==> src/rtl/irig_b_encoder.sv <==
// irig_b_encoder: IRIG-B (DC level shift) time-code transmitter, one 100-bit frame per second.
// Ports: sys_clk/sys_rst_n (async active-low) clock and reset; enable starts/stops transmission;
// load strobes second_in/minute_in/hour_in/day_in/year_in into a shadow applied at the next frame;
// irig_b is the registered line, frame_start pulses on the first cycle of bit 0, bit_idx is the bit
// on the line, load_err pulses for a rejected load, pending flags a shadow waiting for a frame.
module irig_b_encoder #(
  parameter int BIT_CYCLES = 1000000,
  parameter int ZERO_HIGH  = 200000,
  parameter int ONE_HIGH   = 500000,
  parameter int P_HIGH     = 800000
) (
  input  logic       sys_clk,
  input  logic       sys_rst_n,
  input  logic       enable,
  input  logic       load,
  input  logic [6:0] second_in,
  input  logic [6:0] minute_in,
  input  logic [5:0] hour_in,
  input  logic [9:0] day_in,
  input  logic [7:0] year_in,
  output logic       irig_b,
  output logic       frame_start,
  output logic [6:0] bit_idx,
  output logic       load_err,
  output logic       pending
);
  localparam int CW = $clog2(BIT_CYCLES);
  localparam logic [CW-1:0] CMAX = CW'(BIT_CYCLES - 1);
  localparam logic [CW-1:0] ZH = CW'(ZERO_HIGH);
  localparam logic [CW-1:0] OH = CW'(ONE_HIGH);
  localparam logic [CW-1:0] PH = CW'(P_HIGH);
  localparam logic [0:0] IDLE = 1'b0;
  localparam logic [0:0] SEND = 1'b1;

  logic [0:0]    state;
  logic [CW-1:0] cnt, nxt_cnt, hi;
  logic [6:0]    nxt_bit;
  logic          fs_next, load_ok, started;
  logic [37:0]   sh, act, inc;
  logic [6:0]    a_sec, a_min;
  logic [5:0]    a_hr;
  logic [9:0]    a_day;
  logic [7:0]    a_yr;
  logic          s_w, m_w, h_w, d_w;
  logic [99:0]   one_v, p_v;

  assign {a_sec, a_min, a_hr, a_day, a_yr} = act;

  // A day-366 load is only legal in a leap year, otherwise the carry chain could never reach it.
  assign load_ok = second_in <= 7'd59 && minute_in <= 7'd59 && hour_in <= 6'd23 &&
                   day_in != 10'd0 && day_in <= (year_in[1:0] == 2'd0 ? 10'd366 : 10'd365) &&
                   year_in <= 8'd99;

  assign s_w = a_sec == 7'd59;
  assign m_w = s_w && a_min == 7'd59;
  assign h_w = m_w && a_hr == 6'd23;
  assign d_w = h_w && a_day >= (a_yr[1:0] == 2'd0 ? 10'd366 : 10'd365);
  assign inc = {s_w ? 7'd0 : a_sec + 7'd1,
                m_w ? 7'd0 : s_w ? a_min + 7'd1 : a_min,
                h_w ? 6'd0 : m_w ? a_hr + 6'd1 : a_hr,
                d_w ? 10'd1 : h_w ? a_day + 10'd1 : a_day,
                d_w ? (a_yr == 8'd99 ? 8'd0 : a_yr + 8'd1) : a_yr};

  always_comb begin
    one_v = '0;
    one_v[4:1]   = 4'(a_sec % 7'd10);
    one_v[8:6]   = 3'(a_sec / 7'd10);
    one_v[13:10] = 4'(a_min % 7'd10);
    one_v[17:15] = 3'(a_min / 7'd10);
    one_v[23:20] = 4'(a_hr % 6'd10);
    one_v[26:25] = 2'(a_hr / 6'd10);
    one_v[33:30] = 4'(a_day % 10'd10);
    one_v[38:35] = 4'((a_day / 10'd10) % 10'd10);
    one_v[41:40] = 2'(a_day / 10'd100);
    one_v[53:50] = 4'(a_yr % 8'd10);
    one_v[58:55] = 4'(a_yr / 8'd10);
    for (int i = 0; i < 100; i++) p_v[i] = (i == 0) || (i % 10 == 9);
  end

  // Next line position; the line register is driven from it so irig_b lines up with bit_idx.
  always_comb begin
    nxt_cnt = (state == IDLE || cnt == CMAX) ? '0 : cnt + 1'b1;
    nxt_bit = state == IDLE ? 7'd0 : cnt != CMAX ? bit_idx : bit_idx == 7'd99 ? 7'd0 : bit_idx + 7'd1;
    fs_next = enable && nxt_cnt == '0 && nxt_bit == 7'd0;
    hi = p_v[nxt_bit] ? PH : one_v[nxt_bit] ? OH : ZH;
  end

  always_ff @(posedge sys_clk or negedge sys_rst_n) begin
    if (!sys_rst_n) begin
      state       <= IDLE;
      cnt         <= '0;
      bit_idx     <= 7'd0;
      irig_b      <= 1'b0;
      frame_start <= 1'b0;
      load_err    <= 1'b0;
      pending     <= 1'b0;
      started     <= 1'b0;
      sh          <= '0;
      act         <= '0;
    end else begin
      load_err    <= load && !load_ok;
      frame_start <= fs_next;
      pending     <= (load && load_ok) || (pending && !fs_next);
      if (load && load_ok) sh <= {second_in, minute_in, hour_in, day_in, year_in};
      state       <= enable ? SEND : IDLE;
      cnt         <= enable ? nxt_cnt : '0;
      bit_idx     <= enable ? nxt_bit : 7'd0;
      irig_b      <= enable && nxt_cnt < hi;
      // The very first frame after reset shows the held time as-is; later frames advance by 1 s.
      if (fs_next) begin
        started <= 1'b1;
        act     <= pending ? sh : started ? inc : act;
      end
    end
  end
endmodule

==> config.mk <==
export PLATFORM = sky130hd
export DESIGN_NAME = irig_b_encoder
export DESIGN_NICKNAME = d
export VERILOG_FILES = /design/src/rtl/irig_b_encoder.sv
export SDC_FILE = /design/constraint.sdc
export NUM_CORES = 1
export LEC_CHECK = 0
export CORE_ASPECT_RATIO = 1.1
export CORE_UTILIZATION = 30
export CTS_CLUSTER_SIZE = 14
export DETAILED_ROUTE_END_ITERATION = 10
export PLACE_DENSITY = 0.52
export SLEW_MARGIN = 5
export SYNTH_ARGS = -nofsm -noshare
export SYNTH_HDL_FRONTEND = slang
export SYNTH_SLANG_ARGS = --single-unit
==> constraint.sdc <==
create_clock -name sys_clk -period 17.2 [get_ports sys_clk]
set_input_delay 1.72 -clock sys_clk [delete_from_list [all_inputs] [get_ports sys_clk]]
set_output_delay 1.72 -clock sys_clk [all_outputs]
set_load 0.005 [all_outputs]
---- Word-level counts from Yosys, hierarchy flattened ----
Memories as Yosys holds them, arrays and structs flattened.
Cells that the tools add are included.
storage, ports and cells
  bits of input ports ..................... 42
  register bits ........................... 109
  ROM bits ................................ 128
  output and inout bits ................... 11
  memories kept ........................... 1
cells by class
  divide/modulo/power cells ............... 12
  $add $sub $neg .......................... 7
  reduce and logical (&&, ||, !) cells .... 33
  muxes and demuxes ....................... 25
  bitwise gates (word level) .............. 1
  magnitude comparators ................... 8
  equal/unequal tests ..................... 7
memories
  memory           depth  bits a word  read ports  clocked after Yosys merged registers in  write ports  RTL line  text
  (no name shown)  128    1            1           0                                        0            85        hi = p_v[nxt_bit] ? PH : one_v[nxt_bit] ? OH : ZH;
operators by type and width
  cell                   count
  $mux 38                2
  $mux 20                3
  $mux 7                 7
  $add 7x1->7 const B    3
  $add 20x1->20 const B  1
  $eq 20x20->1 const B   1
  $logic_not 20->1       1
  $lt 20x20->1           1
  $mod 10x4->10 const B  2
  $mux 10                2
  $ne 20x20->1 const B   1
  $mux 19                1
  $mux 8                 2
  $div 7x4->7 const B    2
  $eq 7x6->1 const B     2
  $le 7x6->1 const B     2
  $logic_and 1x1->1      14
  $mod 7x4->7 const B    2
  $mux 6                 2
  $reduce_and 3->1       4
  $add 10x1->10 const B  1
  $div 10x4->10 const B  1
  $div 10x7->10 const B  1
  $ge 10x9->1            1
  25 further kinds       34

---- Logic depth before layout (Yosys ltp) ----
  word-level depth ........................ 10
  depth in mapped cells ................... 34

---- Worst setup path before layout ----
OpenSTA, ideal clock, no wires.
  path type ............................... register to register
  from .................................... register act[17]
  to ...................................... register irig_b
  data arrival time ....................... 6.035 ns
  data required time ...................... 17.122 ns
  path buffers ............................ 2
  stages on the path, launching flop included .. 34
  path slack .............................. 11.087 ns
  setup time .............................. 0.078 ns
  cell sequence ........................... dfrtp_1 -> buf_6 -> buf_6 -> inv_2 -> maj3_1 -> a22oi_4 -> ha_1 -> o211ai_1 -> nor4_1 -> o21ai_1 -> a21oi_4 -> a21oi_1 -> ha_1 -> a31oi_1 -> o32ai_1 -> nand4_1 -> o31ai_2 -> a31oi_1 -> o211ai_1 -> and2_1 -> a21oi_1 -> ha_1 -> inv_1 -> a211o_1 -> o2111ai_1 -> o2bb2ai_1 -> o211ai_2 -> and2_1 -> ha_1 -> a211o_1 -> a21oi_1 -> o221ai_1 -> or3_1 -> o21bai_1
on the way
  longest elaborated chain between the ends .. 8
  elaborated cells on any way between the ends .. 10
  those cells by class .................... div: 4; order compare: 1; mux: 4; reduce/logical: 1
ends and longest elaborated chain
  item                            RTL line  text
  start: declaration              39        logic [37:0] sh, act, inc;
  start signal: assignment        112       act <= pending ? sh : started ? inc : act;
  $div 10x4->10                   73        one_v[38:35] = 4'((a_day / 10'd10) % 10'd10);
  $mod 10x4->10                   73
  $bmux 1 s7 *                    85
  $mux 1 (not written as such) *  85
  $mux 19 *                       85
  $mux 20 *                       85
  $lt 20x20->1 *                  108       irig_b <= enable && nxt_cnt < hi;
  $logic_and 1x1->1 *             108
  end signal: assignment          108
  end: declaration                21        output logic irig_b,
Every way passes the cells marked *; elsewhere a longest branch is shown, timed or not. The select of a mux whose other input is x is not followed.
A chain may end at the register's enable or synchronous reset.

---- Worst setup path after layout ----
Same ends and word-level chain as after synthesis.

==> key figures <==
Run status
  – Result of the run: finished clean

Clocking
  – Worst-Skew Late Latency: 0.37 ns
  – Clock tree root driver cell: sky130_fd_sc_hd__clkbuf_16
  – Buffers inserted by post-CTS timing repair: 0
  – Clk buf depth: 2
  – Clk sinks: 109
  – Clock edge transition at the registers on the reported setup and hold paths: 0.07 ns
  – Cts repair resizes: 0
  – TritonCTS clock tree: built
  – CTS hold repair buffers: 0
  – CTS H-tree depth: 3
  – Clock buffers created by TritonCTS: 9

Critical path
  – Launching point of the worst reg2reg path: act[17]$_DFFE_PN0P_
  – Biggest fanout along the worst timing path: 31
  – Critical path arrival: 8.14 ns
  – Crit-path max cell delay: 0.78 ns
  – R2R depth: 31
  – Slowest-stage cell, CP: sky130_fd_sc_hd__dfrtp_1
  – Nature of the critical path startpoint: flip-flop
  – Number of buffers and inverters on the critical path: 2
  – Critical path capture point type: flip-flop
  – Largest delay share family, worst path: compound AO/OA/AOI/OAI gates
  – Data required time of the critical path: 17.49 ns
  – R2r setup slk: 9.35 ns
  – Crit path kind: flip-flop to flip-flop
  – Reg2Reg Capture Point: irig_b$_DFF_PN0_

Drt
  – Average wire length per cell after detail routing: 16.2 um
  – Via count: 9238
  – Antenna violation net count after detailed routing: 0
  – Top metal layer carrying routed signals: met4
  – Met2 WL post-DR: 12.9 mm
  – Violation count after the first detailed-route iteration: 590
  – Routed metal-1 wirelength: 13.0 mm
  – Routed wire length on met3: 702 um
  – Vias per Instance: 5.52
  – Count of unresolved DRC violations after routing: 0
  – First-pass iteration count of the detailed router: 5
  – Routed WL: 27.1 mm

STA
  – Worst setup margin: 9.35 ns
  – Clock period minus final worst setup slack: 7.85 ns
  – Final hold slack: 0.475 ns
  – Max-slew headroom at the worst pin: 29.0%
  – Total Negative Setup Slacks: 0 ns
  – Crit share post-route: 45.6%
  – Transition time at the pin with the least slew margin: 1.06 ns
  – Maximum clock rate: 0.127 GHz
  – Endpoints failing setup: 0
  – Skew final: 0.0145 ns
  – Setup repair after global routing missed its margin: false
  – Final Max Slew Viols: 0
  – Number of hold-slack violations in the final timing report: 0

Placed design
  – Dpl ws: 9.42 ns
  – Instance area at placement: 10600 um^2
  – PortBufs: 52
  – Placed Cells incl. Taps: 1659
  – Global placer's final weighted congestion: 0.826
  – Dpl hpwl: 19.4 mm

Hold path
  – Class of the most critical hold timing path: flip-flop to flip-flop
  – Endpoint with the worst hold slack: started$_DFFE_PN0P_
  – Hold_sp: started$_DFFE_PN0P_
  – Number of cells traversed by the worst hold path: 1

Global route
  – Largest net degree at the start of global routing: 56
  – Antenna violations before repair: 0
  – GRT Util Overall: 16.5%
  – Via count of the first global-routing pass: 8851
  – Global-route wire length before repair: 45.6 mm
  – Congestion Overflow GR: 0

Logic synthesis
  – Synthesized cell area: 9880 um^2
  – Distinct cell type count after synthesis: 93
  – Synth Net Count: 1347
  – Synthesized flop and latch total: 109
  – Async set-or-reset flop fraction in the synthesized netlist: 100%
  – Post-Synthesis Mean Instance Area: 7.82 um^2
  – Count of flip-flops with a built-in enable after synthesis: 0
  – Yosys warning count: 0
  – Cells after synthesis: 1263
  – Sequential fraction of the synthesis area: 27.6%
  – Leading register cell type out of synthesis: sky130_fd_sc_hd__dfrtp_1

Die
  – Area enclosed by the die boundary: 33700 um^2
  – Placement Rows: 69
  – Core Region: 32400 um^2
  – I/O pin count: 53
  – Chip width: 175 um
  – Die height: 192 um
  – Starting utilization of the core area: 30.5%

Power
  – Portion of total power attributed to combinational logic: 42.2%
  – Power spent charging and discharging nets: 371 uW
  – Clock network power share: 24.0%
  – Worst ir drop on vdd: 0.0000449 V
  – Cell internal power dissipation: 580 uW
  – Sequential share of power: 33.7%
  – Leakage power of the design: 4.31 nW
  – Power per Cell Area: 87.3 nW/um^2
  – Switching share of total power: 39.0%
  – Total power consumption of the routed design: 951 uW

Cells and area
  – Inserted Diodes: 0
  – Commonest non-fill, non-tap cells in the layout: 136 x sky130_fd_sc_hd__nor2_1, 108 x sky130_fd_sc_hd__o21ai_0, 108 x sky130_fd_sc_hd__dfrtp_1
  – Nets: 1328
  – Total non-filler cell area in the finished layout: 10900 um^2
  – Core occupancy in the finished layout: 33.7%
  – Non-filler instance count after layout: 1674
  – Layout overhead on the synthesized area: 10.3%
  – Fraction of final layout cells sized beyond drive strength 1: 7.61%
  – Leading cell type in the layout, fill and taps excluded: sky130_fd_sc_hd__nor2_1

Flow run
  – Max-cap viol count: 0
-- flip-flops by register name (all words and copies together), names as in the netlist --
| signal | cells |
|---|---|
| act | 38 |
| bit_idx | 7 |
| cnt | 20 |
| frame_start | 1 |
| irig_b | 1 |
| load_err | 1 |
| pending | 1 |
| sh | 38 |
| started | 1 |
| state | 1 |
-- metal layers --
layer  up-vias  GRT usage [%]
met5         -              0
met4         0           5.12
met3        29           1.95
met2       157           28.3
met1      4457           21.6
li1       4595              -
-- power by group through the flow --
stage	combinational [mW]	clock (mW)	sequential, mW
2_1_floorplan	0.338	0	0.296
3_3_place_gp	0.398	0	0.325
3_5_place_dp	0.399	0	0.326
4_1_cts	0.402	0.237	0.321
5_1_grt	0.452	0.245	0.328
6_report	0.402	0.229	0.321
-- worst max path at each step --
| stage | to | from | cells after the start | slack (ns) |
|---|---|---|---|---|
| floorplan | irig_b$_DFF_PN0_ | act[17]$_DFFE_PN0P_ | 33 | 11.09 |
| finish | irig_b$_DFF_PN0_ | act[17]$_DFFE_PN0P_ | 31 | 9.35 |
| global route | irig_b$_DFF_PN0_ | act[17]$_DFFE_PN0P_ | 32 | 8.70 |
| CTS | irig_b$_DFF_PN0_ | act[17]$_DFFE_PN0P_ | 31 | 9.39 |
| detailed placement | irig_b$_DFF_PN0_ | act[17]$_DFFE_PN0P_ | 31 | 9.42 |
| global placement | irig_b$_DFF_PN0_ | act[12]$_DFFE_PN0P_ | 31 | 9.70 |
-- Yosys cell counts (all sizes together), types with 10 or more instances --
cell type / count / share of area (%)
a21oi: 83 / 4.4
nor2b: 16 / 1.0
and3: 21 / 1.3
nand3: 47 / 2.4
mux2: 34 / 3.9
and2: 17 / 1.1
dfrtp: 109 / 28
clkbuf: 62 / 2.4
inv: 51 / 1.9
ha: 42 / 5.3
o22ai: 13 / 0.82
nor2: 137 / 5.2
nor4: 11 / 0.85
nor3: 47 / 2.4
mux2i: 13 / 1.3
o211ai: 21 / 1.8
o21ai: 113 / 5.7
buf: 25 / 1.5
nand2b: 18 / 1.1
nand2: 104 / 4.0
a21o: 10 / 0.76
a31oi: 22 / 1.5
nand4: 16 / 1.0
a211oi: 12 / 0.96
xor2: 21 / 1.9
xnor2: 36 / 3.2
a22oi: 11 / 0.98
-- kinds of logic after synthesis --
group	after synthesis	synth area share, %
xor gates and xnor gates	57	5.05
DFF	109	27.6
and+or+nand+nor	473	23.5
AOI/OAI and AO/OA	390	26.8
adders and majority gates	48	5.93
muxes	47	5.19
buffers and inverters	139	5.88
-- cell type report --
| type | instances | area, um^2 |
|---|---|---|
| Tap cell | 426 | 533 |
| Clock buffer | 10 | 229 |
| Inverter | 52 | 195 |
| Clock inverter | 5 | 83.8 |
| Multi-Input combinational cell | 1015 | 6570 |
| Timing Repair Buffer | 57 | 556 |
| Sequential cell | 109 | 2730 |
| Fill cell | 3455 | 21500 |
-- worst reg2reg max path: cells and delay by family, from the launching register on --
kind / cells / cell delay (ns)
DFF: 1 / 0.78
adders and majority gates: 3 / 0.76
and+or+nand+nor: 7 / 2.38
AOI/OAI and AO/OA: 19 / 3.54
buffers and inverters: 2 / 0.34
Power figures use the tool's default switching activity.
